### src/rtl/mmio_uart_periph.sv
// mmio_uart_periph
//   Memory-mapped peripheral page block for the RV32 SoC wrappers: hardware
//   UART (8N1, runtime divisor, TX/RX FIFOs), LED register and the legacy
//   bit-bang pages (RXRAW/TXRAW) so old firmware keeps working.
//
// Ports
//   clk      clock
//   rstn     synchronous active-low reset
//   sel      mapped-IO select (core addr[28])
//   wren     store strobe, qualified by sel
//   ren      load strobe, qualified by sel (only used for the RXDATA pop)
//   page     register page (core addr[15:12])
//   wdata    store data
//   rdata    registered read data, valid the cycle after the request
//   leds     LED register
//   uart_rx  asynchronous serial input
//   uart_tx  serial output
module mmio_uart_periph #(
  parameter int CLOCK_RATE = 12_000_000,
  parameter int BAUD_RATE  = 115200,
  parameter int LED_W      = 8,
  parameter int FIFO_DEPTH = 16,
  parameter int DIV_W      = 16
) (
  input  logic             clk,
  input  logic             rstn,
  input  logic             sel,
  input  logic             wren,
  input  logic             ren,
  input  logic [3:0]       page,
  input  logic [31:0]      wdata,
  output logic [31:0]      rdata,
  output logic [LED_W-1:0] leds,
  input  logic             uart_rx,
  output logic             uart_tx
);

  localparam int               AW        = $clog2(FIFO_DEPTH);
  localparam logic [DIV_W-1:0] DIV_RESET = DIV_W'(CLOCK_RATE / BAUD_RATE);
  localparam logic [DIV_W-1:0] DIV_ONE   = DIV_W'(1);
  localparam logic [DIV_W-1:0] DIV_MIN   = DIV_W'(2);
  localparam logic [AW:0]      PTR_ONE   = (AW+1)'(1);

  typedef enum logic [1:0] {S_IDLE, S_START, S_DATA, S_STOP} state_t;

  // Bus decode
  logic             wr_en;
  logic             tx_push_req, led_wr, raw_wr, div_wr, stat_wr;
  logic [DIV_W-1:0] div_wval;

  // FIFOs
  logic [7:0]  tx_mem [FIFO_DEPTH];
  logic [7:0]  rx_mem [FIFO_DEPTH];
  logic [AW:0] tx_wr_ptr, tx_rd_ptr, rx_wr_ptr, rx_rd_ptr;
  logic        tx_empty, tx_full, rx_empty, rx_full;
  logic        tx_push, tx_pop, rx_push, rx_pop;

  // Control / status registers
  logic [DIV_W-1:0] div_reg;
  logic             tx_raw;
  logic             rx_ovr, frame_err, tx_drop;
  logic             tx_busy;
  logic [31:0]      status;

  // Shifters
  state_t           tx_state, rx_state;
  logic [DIV_W-1:0] tx_cnt, rx_cnt;
  logic [2:0]       tx_idx, rx_idx;
  logic [7:0]       tx_shift, rx_shift;
  logic             txd;
  logic             tx_bit_end, rx_bit_end, rx_stop_sample;
  logic             rx_meta, rx_sync, rx_prev;

  // Upper store-data bits are don't-care for most pages.
  logic unused_wdata;
  assign unused_wdata = ^wdata;

  assign wr_en       = wren & sel;
  assign tx_push_req = wr_en && (page == 4'h0);
  assign led_wr      = wr_en && (page == 4'h1);
  assign raw_wr      = wr_en && (page == 4'h3);
  assign div_wr      = wr_en && (page == 4'h4);
  assign stat_wr     = wr_en && (page == 4'h5);
  assign div_wval    = (wdata[DIV_W-1:0] < DIV_MIN) ? DIV_MIN : wdata[DIV_W-1:0];

  // Pointers carry one extra wrap bit: equal -> empty, only MSB differs -> full.
  assign tx_empty = (tx_wr_ptr == tx_rd_ptr);
  assign tx_full  = (tx_wr_ptr[AW] != tx_rd_ptr[AW]) &&
                    (tx_wr_ptr[AW-1:0] == tx_rd_ptr[AW-1:0]);
  assign rx_empty = (rx_wr_ptr == rx_rd_ptr);
  assign rx_full  = (rx_wr_ptr[AW] != rx_rd_ptr[AW]) &&
                    (rx_wr_ptr[AW-1:0] == rx_rd_ptr[AW-1:0]);

  assign tx_bit_end     = (tx_cnt == DIV_ONE);
  assign rx_bit_end     = (rx_cnt == DIV_ONE);
  assign rx_stop_sample = (rx_state == S_STOP) && rx_bit_end;

  // A full FIFO rejects a push even when a pop happens in the same cycle.
  assign tx_push = tx_push_req && !tx_full;
  // The shifter takes a byte when idle, or at the end of a stop bit so that
  // queued frames follow each other with no idle gap.
  assign tx_pop  = !tx_empty &&
                   ((tx_state == S_IDLE) || ((tx_state == S_STOP) && tx_bit_end));
  assign rx_push = rx_stop_sample && rx_sync && !rx_full;
  assign rx_pop  = ren && sel && (page == 4'h6) && !rx_empty;

  assign tx_busy = !tx_empty || (tx_state != S_IDLE);
  assign status  = {26'b0, tx_drop, frame_err, rx_ovr, !rx_empty, tx_busy, tx_full};

  // FIFO storage, no reset so it maps onto block RAM.
  always_ff @(posedge clk) begin
    if (tx_push) tx_mem[tx_wr_ptr[AW-1:0]] <= wdata[7:0];
    if (rx_push) rx_mem[rx_wr_ptr[AW-1:0]] <= rx_shift;
  end

  // FIFO pointers, control registers and sticky flags
  always_ff @(posedge clk) begin
    if (!rstn) begin
      tx_wr_ptr <= '0;
      tx_rd_ptr <= '0;
      rx_wr_ptr <= '0;
      rx_rd_ptr <= '0;
      leds      <= '0;
      tx_raw    <= 1'b1;
      div_reg   <= DIV_RESET;
      rx_ovr    <= 1'b0;
      frame_err <= 1'b0;
      tx_drop   <= 1'b0;
    end else begin
      if (tx_push) tx_wr_ptr <= tx_wr_ptr + PTR_ONE;
      if (tx_pop)  tx_rd_ptr <= tx_rd_ptr + PTR_ONE;
      if (rx_push) rx_wr_ptr <= rx_wr_ptr + PTR_ONE;
      if (rx_pop)  rx_rd_ptr <= rx_rd_ptr + PTR_ONE;
      if (led_wr)  leds      <= wdata[LED_W-1:0];
      if (raw_wr)  tx_raw    <= wdata[0];
      if (div_wr)  div_reg   <= div_wval;
      // Write-1-to-clear; a set event in the same cycle wins.
      rx_ovr    <= (rx_stop_sample && rx_sync && rx_full) |
                   (rx_ovr & ~(stat_wr & wdata[3]));
      frame_err <= (rx_stop_sample && !rx_sync) |
                   (frame_err & ~(stat_wr & wdata[4]));
      tx_drop   <= (tx_push_req && tx_full) |
                   (tx_drop & ~(stat_wr & wdata[5]));
    end
  end

  // TX shifter. uart_tx is registered, so the line lags txd by one cycle.
  always_ff @(posedge clk) begin
    if (!rstn) begin
      tx_state <= S_IDLE;
      tx_cnt   <= '0;
      tx_idx   <= '0;
      tx_shift <= '0;
      txd      <= 1'b1;
      uart_tx  <= 1'b1;
    end else begin
      uart_tx <= tx_raw & txd;
      case (tx_state)
        S_IDLE: begin
          txd <= 1'b1;
          if (tx_pop) begin
            tx_shift <= tx_mem[tx_rd_ptr[AW-1:0]];
            tx_cnt   <= div_reg;
            txd      <= 1'b0;
            tx_state <= S_START;
          end
        end
        S_START: begin
          if (tx_bit_end) begin
            txd      <= tx_shift[0];
            tx_shift <= tx_shift >> 1;
            tx_idx   <= 3'd0;
            tx_cnt   <= div_reg;
            tx_state <= S_DATA;
          end else begin
            tx_cnt <= tx_cnt - DIV_ONE;
          end
        end
        S_DATA: begin
          if (tx_bit_end) begin
            tx_cnt <= div_reg;
            if (tx_idx == 3'd7) begin
              txd      <= 1'b1;
              tx_state <= S_STOP;
            end else begin
              txd      <= tx_shift[0];
              tx_shift <= tx_shift >> 1;
              tx_idx   <= tx_idx + 3'd1;
            end
          end else begin
            tx_cnt <= tx_cnt - DIV_ONE;
          end
        end
        S_STOP: begin
          if (tx_bit_end) begin
            if (tx_pop) begin
              tx_shift <= tx_mem[tx_rd_ptr[AW-1:0]];
              tx_cnt   <= div_reg;
              txd      <= 1'b0;
              tx_state <= S_START;
            end else begin
              txd      <= 1'b1;
              tx_state <= S_IDLE;
            end
          end else begin
            tx_cnt <= tx_cnt - DIV_ONE;
          end
        end
        default: tx_state <= S_IDLE;
      endcase
    end
  end

  // RX synchroniser and shifter. The start bit is checked half a bit in,
  // then every sample lands a whole bit later, i.e. near mid-bit.
  always_ff @(posedge clk) begin
    if (!rstn) begin
      rx_meta  <= 1'b1;
      rx_sync  <= 1'b1;
      rx_prev  <= 1'b1;
      rx_state <= S_IDLE;
      rx_cnt   <= '0;
      rx_idx   <= '0;
      rx_shift <= '0;
    end else begin
      rx_meta <= uart_rx;
      rx_sync <= rx_meta;
      rx_prev <= rx_sync;
      case (rx_state)
        S_IDLE: begin
          if (rx_prev && !rx_sync) begin
            rx_cnt   <= div_reg >> 1;
            rx_state <= S_START;
          end
        end
        S_START: begin
          if (rx_bit_end) begin
            if (rx_sync) begin
              rx_state <= S_IDLE;
            end else begin
              rx_cnt   <= div_reg;
              rx_idx   <= 3'd0;
              rx_state <= S_DATA;
            end
          end else begin
            rx_cnt <= rx_cnt - DIV_ONE;
          end
        end
        S_DATA: begin
          if (rx_bit_end) begin
            rx_shift <= {rx_sync, rx_shift[7:1]};
            rx_cnt   <= div_reg;
            if (rx_idx == 3'd7) rx_state <= S_STOP;
            else                rx_idx   <= rx_idx + 3'd1;
          end else begin
            rx_cnt <= rx_cnt - DIV_ONE;
          end
        end
        S_STOP: begin
          // Push / frame error is decided combinationally from rx_stop_sample.
          if (rx_bit_end) rx_state <= S_IDLE;
          else            rx_cnt   <= rx_cnt - DIV_ONE;
        end
        default: rx_state <= S_IDLE;
      endcase
    end
  end

  // Read data follows page every cycle, independent of the strobes.
  always_ff @(posedge clk) begin
    if (!rstn) begin
      rdata <= '0;
    end else begin
      case (page)
        4'h1:    rdata <= 32'(leds);
        4'h2:    rdata <= {31'b0, rx_sync};
        4'h3:    rdata <= {31'b0, tx_raw};
        4'h4:    rdata <= 32'(div_reg);
        4'h5:    rdata <= status;
        // An empty FIFO reports a zero byte rather than a stale entry.
        4'h6:    rdata <= {rx_empty, 23'b0,
                           rx_empty ? 8'h00 : rx_mem[rx_rd_ptr[AW-1:0]]};
        default: rdata <= '0;
      endcase
    end
  end

endmodule

### config.mk
export PLATFORM = sky130hd
export DESIGN_NAME = mmio_uart_periph
export DESIGN_NICKNAME = d
export VERILOG_FILES = /design/src/rtl/mmio_uart_periph.sv
export SDC_FILE = /design/constraint.sdc
export NUM_CORES = 1
export LEC_CHECK = 0
export ABC_AREA = 1
export BUFFER_PORTS_ARGS = -buffer_cell sky130_fd_sc_hd__buf_2
export CAP_MARGIN = 30
export CORE_MARGIN = 4
export CORE_UTILIZATION = 45
export DETAILED_ROUTE_END_ITERATION = 16
export SYNTH_ARGS = -nofsm -noshare
export SYNTH_HDL_FRONTEND = slang
export SYNTH_SLANG_ARGS = --single-unit
### constraint.sdc
create_clock -name clk -period 5.6 [get_ports clk]
set_input_delay 0.56 -clock clk [delete_from_list [all_inputs] [get_ports clk]]
set_output_delay 0.56 -clock clk [all_outputs]
set_load 0.01 [all_outputs]
### After elaboration in Yosys (flattened, before gate mapping)

Memory sizes are Yosys's and may differ from the RTL's. A register that Yosys moved wholly into a read port is not among the register bits.
Cells that the tools add are included.

* $add $sub $neg: 8
* $lt $le $gt $ge: 1
* equal/unequal tests: 37
* multiplexer cells: 56
* bitwise logic cells: 14
* reduce and logical (&&, ||, !) cells: 42

Operators with widths (number)
* 32-bit case mux with 6 select lines: 1
* 16-bit two-way mux: 9
* 16-bit case mux with 4 select lines: 1
* 8-bit two-way mux: 6
* 16-bit case mux with 3 select lines: 1
* 16-bit by 1-bit == test with 1-bit output (second input constant): 2
* 8-bit case mux with 4 select lines: 1
* 16-bit by 1-bit subtractor with 16-bit output (second input constant): 2
* 2-bit inequality test (second input constant): 14
* 2-bit two-way mux: 11
* 3-bit two-way mux: 7
* 5-bit by 1-bit adder with 5-bit output (second input constant): 4
* 1-bit logical AND: 20
* 16-bit by 2-bit < comparator with 1-bit output (second input constant): 1
* 4-bit two-way mux: 4
* 2-bit case mux with 4 select lines: 2
* 5-bit AND reduction: 3
* 4-bit by 3-bit == test with 1-bit output (second input constant): 3
* 3-bit case mux with 2 select lines: 2
* 5-bit == test: 2
* 1-bit two-way mux: 10
* 1-bit bitwise AND: 8
* 2-bit == test (second input constant): 4
* 4-bit by 2-bit == test with 1-bit output (second input constant): 2
* 19 further kinds: 38

* register bits after elaboration: 143
* memory bits (writable): 256
* input port bits: 42
* output and inout bits: 41
* logic and storage cells: 184
* memories: 2

Memory list
* rx_mem: words 16, width 8, read ports 1, clocked after Yosys merged registers in 1, write ports 1, RTL line 53 `logic [7:0] rx_mem [FIFO_DEPTH];`
* tx_mem: words 16, width 8, read ports 1, clocked after Yosys merged registers in 1, write ports 1, RTL line 52 `logic [7:0] tx_mem [FIFO_DEPTH];`

### Logic depth before layout (Yosys ltp)

* word-level depth: 7
* gate-level depth with buffers: 13

### Worst setup path before layout

No wires, ideal clock.

* path kind: input to register
* start: input page[3]
* end: memory tx_mem[0][0], enable pin
* setup time: 0.370 ns
* data arrival time: 1.810 ns
* path slack: 3.420 ns
* cell stages on the path: 7
* path through: nor2_1 -> inv_1 -> nor3_1 -> nand2_2 -> inv_1 -> nand2_1 -> nor2_1

* cells in the longest elaborated chain, start to end: 5

RTL lines
* start: declaration: RTL line 30 `input logic [3:0] page,`
* 4-bit logical NOT: RTL line 79 `assign tx_push_req = wr_en && (page == 4'h0);`
* 1-bit logical AND: RTL line 79
* 1-bit logical AND: RTL line 99 `assign tx_push = tx_push_req && !tx_full;`
* 1-bit two-way mux: RTL line 112 `if (tx_push) tx_mem[tx_wr_ptr[AW-1:0]] <= wdata[7:0];`
* 1-bit two-way mux (not written as such): RTL line 112
* end: declaration: RTL line 52

Every way passes these cells.

### Final worst setup path

* start: register rx_state[0]
* end: memory rx_mem[2][1], enable pin

* cells in the longest elaborated chain, start to end: 6

RTL lines
* start: declaration: RTL line 66 `state_t tx_state, rx_state;`
* start signal: assignment: RTL line 221 `rx_state <= S_IDLE;`
* start signal: assignment: RTL line 233 `rx_state <= S_START;`
* start signal: assignment: RTL line 239 `rx_state <= S_IDLE;`
* 2-bit == test: RTL line 96 `assign rx_stop_sample = (rx_state == S_STOP) && rx_bit_end;`
* 1-bit logical AND: RTL line 96
* 1-bit logical AND (2 in series): RTL line 104 `assign rx_push = rx_stop_sample && rx_sync && !rx_full;`
* 1-bit two-way mux: RTL line 113 `if (rx_push) rx_mem[rx_wr_ptr[AW-1:0]] <= rx_shift;`
* 1-bit two-way mux (not written as such): RTL line 113
* end: declaration: RTL line 53

Every way passes these cells.

==> results by group <==
Run status
  • Status: finished, final reports clean

Power
  • Max IR drop VDD: 0.402 mV
  • Final Power: 8940 uW
  • Sw Pwr: roughly 3200 uW
  • Clock share of power: 32.2%
  • Switching share of power: 35.7%
  • Int Power: about 5700 uW
  • Total power per unit cell area: 443 nW/um^2
  • Sequential Power Share: 37.4%
  • Lkg Pwr: 0.00750 uW
  • Combinational power share: 30.5%

Floorplan
  • Num rows: 73
  • I/O pin cnt: 83
  • Initial Utilization: 45.7%
  • Die width: roughly 210 um
  • Die Span Y: 209 um
  • Area of the die: 43700 um^2
  • Core footprint: 39800 um^2

Clock network
  • H-tree levels: 2
  • Total clock sinks: 392
  • Post-CTS Setup Repair Bufs: 0
  • Post-CTS sizing: 0
  • Root Buffer: clkbuf_16
  • Worst-path clk slew: 60 ps
  • Num CTS Buffers: between 40 and 50
  • # hold bufs at CTS: 0
  • Maximum clock insertion buffer count: 3
  • Worst skew pair latency: between 500 and 600 ps
  • CTS tree: done

Routing
  • Via count: 14000
  • DRC: 0
  • Vias per inst: 5.29
  • DRT Pass-1 Iters: 5
  • Final Routed Wirelength: 46900 um
  • Routed wire per std cell: 17.8 um
  • Post-route ant nets: 0
  • DRT iter0 DRCs: 1133

Global route
  • Met1 usage in global routing: between 20% and 30%
  • GR Overflow Total: 0
  • GRT Total Usage: 20.9%
  • GRT busiest layer: met2
  • Largest net degree at the start of global routing: 70
  • First-pass GRT wire length: roughly 73000 um
  • Initial antenna violation count: 0
  • Met2 GRT Util: 33.7%
  • Number of global-route vias before repair: 13200
  • Met3 Track Usage GR: under 10%

Layout
  • Design Area, Final: 20200 um^2
  • Finished Layout Cells: about 2600
  • Layout cells sized above 1: around 8.2%
  • N_diodes: 0
  • # nets final: 2151
  • Final Util: 50.7%
  • Area growth syn-to-layout: 11.0%

Setup path
  • Worst Path Required: 5780 ps
  • Critical Path Fanout Max: 12
  • CP max stage delay: 710 ps
  • WS Path Type: reg -> reg
  • Crit-path cells: ha_1, inv_1, nor4_2, nand2_1, nor2_1
  • Nature of the critical path endpoint: flop
  • Crit start category: flop
  • Arrival @ worst endpoint: 3380 ps
  • Slowest stage cell, crit path: nor2_1
  • Setup crit start: rx_state[0]
  • R2r startpoint: rx_state[0]

Run
  • Max-Cap Viols: 0

Min path
  • Worst hold-check path type: in -> reg
  • Hold_sp: uart_rx

Timing
  • Fmax achieved: between 0.3 and 0.4 GHz
  • Layout Skew: 24.7 ps
  • Slew HR: 33.8%
  • Setup TNS: 0 ps
  • Max-slew violations: 0
  • Final hold violations: 0
  • RSZ-0062 raised after global routing: false
  • Pin slew with the least headroom to its limit: 993 ps
  • Fin crit share: 57.0%
  • Min Tclk post-route: 3190 ps
  • Final setup violating endpoints: 0

Yosys
  • Area leader, netlist: edfxtp_1
  • EDFF count, synth: 256
  • Seq/Total Area, Yosys: a little under three fifths
  • Netlist Area Pre-Place: 18200 um^2
  • Synth unique cells: 43
  • Synth cell count leaders: 405 x nand2_1, 330 x nor2_1, 256 x edfxtp_1
  • Cells after Synth: approximately 2100
  • Post-synth top area share: 42.3%
  • Main synth FF type: edfxtp_1
  • Synth Warn #: 0
  • Synth area leaders: edfxtp_1 42%, dfxtp_1 15%, nand2_1 8.4%
  • Mean post-synth cell area: slightly below 9 um^2
  • Synth Register Bits: 392
  • Top-count cell post-synth: nand2_1
  • Asr flop ratio synth: 0%

Place
  • RD Place Congestion: 0.897
  • Post-place instance area: 18700 um^2
  • Placed cell count: 2561
  • Port bufs: 51
  • Post-DP HPWL: 30100 um
## path summary, 6_finish.rpt
check / endpoint / slack, ps / cells past startpoint
worst max register to register: rx_mem[2][1] / 2410 / 5
worst min-delay path: rx_meta / 170 / 2
worst min register to register: rx_sync / 420 / 1
worst max-delay path: rx_mem[2][1] / 2410 / 5
## critical path: cells and delay by family, from the launching register on
kind | cells | cell delay, ps
buffers and inverters | 1 | 360
adders and majority gates | 1 | 520
DFF | 1 | 410
and+or+nand+nor | 3 | 1500
## layer usage
layer  vias up  part of all wire (%)
met5         -                     0
met4         0                   2.8
met3        71                   5.8
met2       375                    47
met1      6575                    45
li1       6940                     -
## placed cells by master, fill, tap and decap left out, types with 14 or more instances in the layout
master     instances
conb_1            15
nand4_1           15
edfxtp_1         256
clkbuf_16         43
nor3_1            15
o211ai_1          24
nand3_1          196
inv_1            164
o22ai_1           14
o21ai_0          171
nand2_1          405
buf_2             51
a21oi_1          113
nor2_1           330
ha_1              28
dfxtp_1          134
## area by class of cell
class / count / area, um^2
flip-flops and latches: 392 / 10400
multi-input cells: 1412 / 6690
clock inverters: 20 / 245
repair buffers: 58 / 320
clock buffers: 59 / 1200
inverters: 174 / 653
fillers: 3749 / 19600
well taps: 525 / 657
## kinds of logic (layout without fill, tap and decap cells)
logic type	after synthesis	in the layout	share of synthesized area, %
xor+xnor	20	20	0.963
other cells	1	15	0.0206
buf+inv	276	311	6.22
simple gates	1007	1007	23.5
fa+ha+maj	28	28	1.93
compound gates	342	342	10.1
flops	392	392	57.3
## power by group through the flow
stage | Combinational [uW] | Sequential, uW | Clock, uW
2_1_floorplan | 2160 | 3360 | 0
4_1_cts | 2710 | 3340 | 2940
5_1_grt | 3120 | 3360 | 3060
6_report | 2720 | 3340 | 2880
3_5_place_dp | 2700 | 3400 | 0
3_3_place_gp | 2650 | 3390 | 0
## metrics by stage
step | hold slack, ps | setup slack, ps
3_3_place_gp | 396 | 2470
2_1_floorplan | 393 | 3420
5_1_grt | 163 | 2110
3_5_place_dp | 404 | 2440
4_1_cts | 138 | 2410
6_report | 169 | 2410
(Power assumes the default switching activity.)
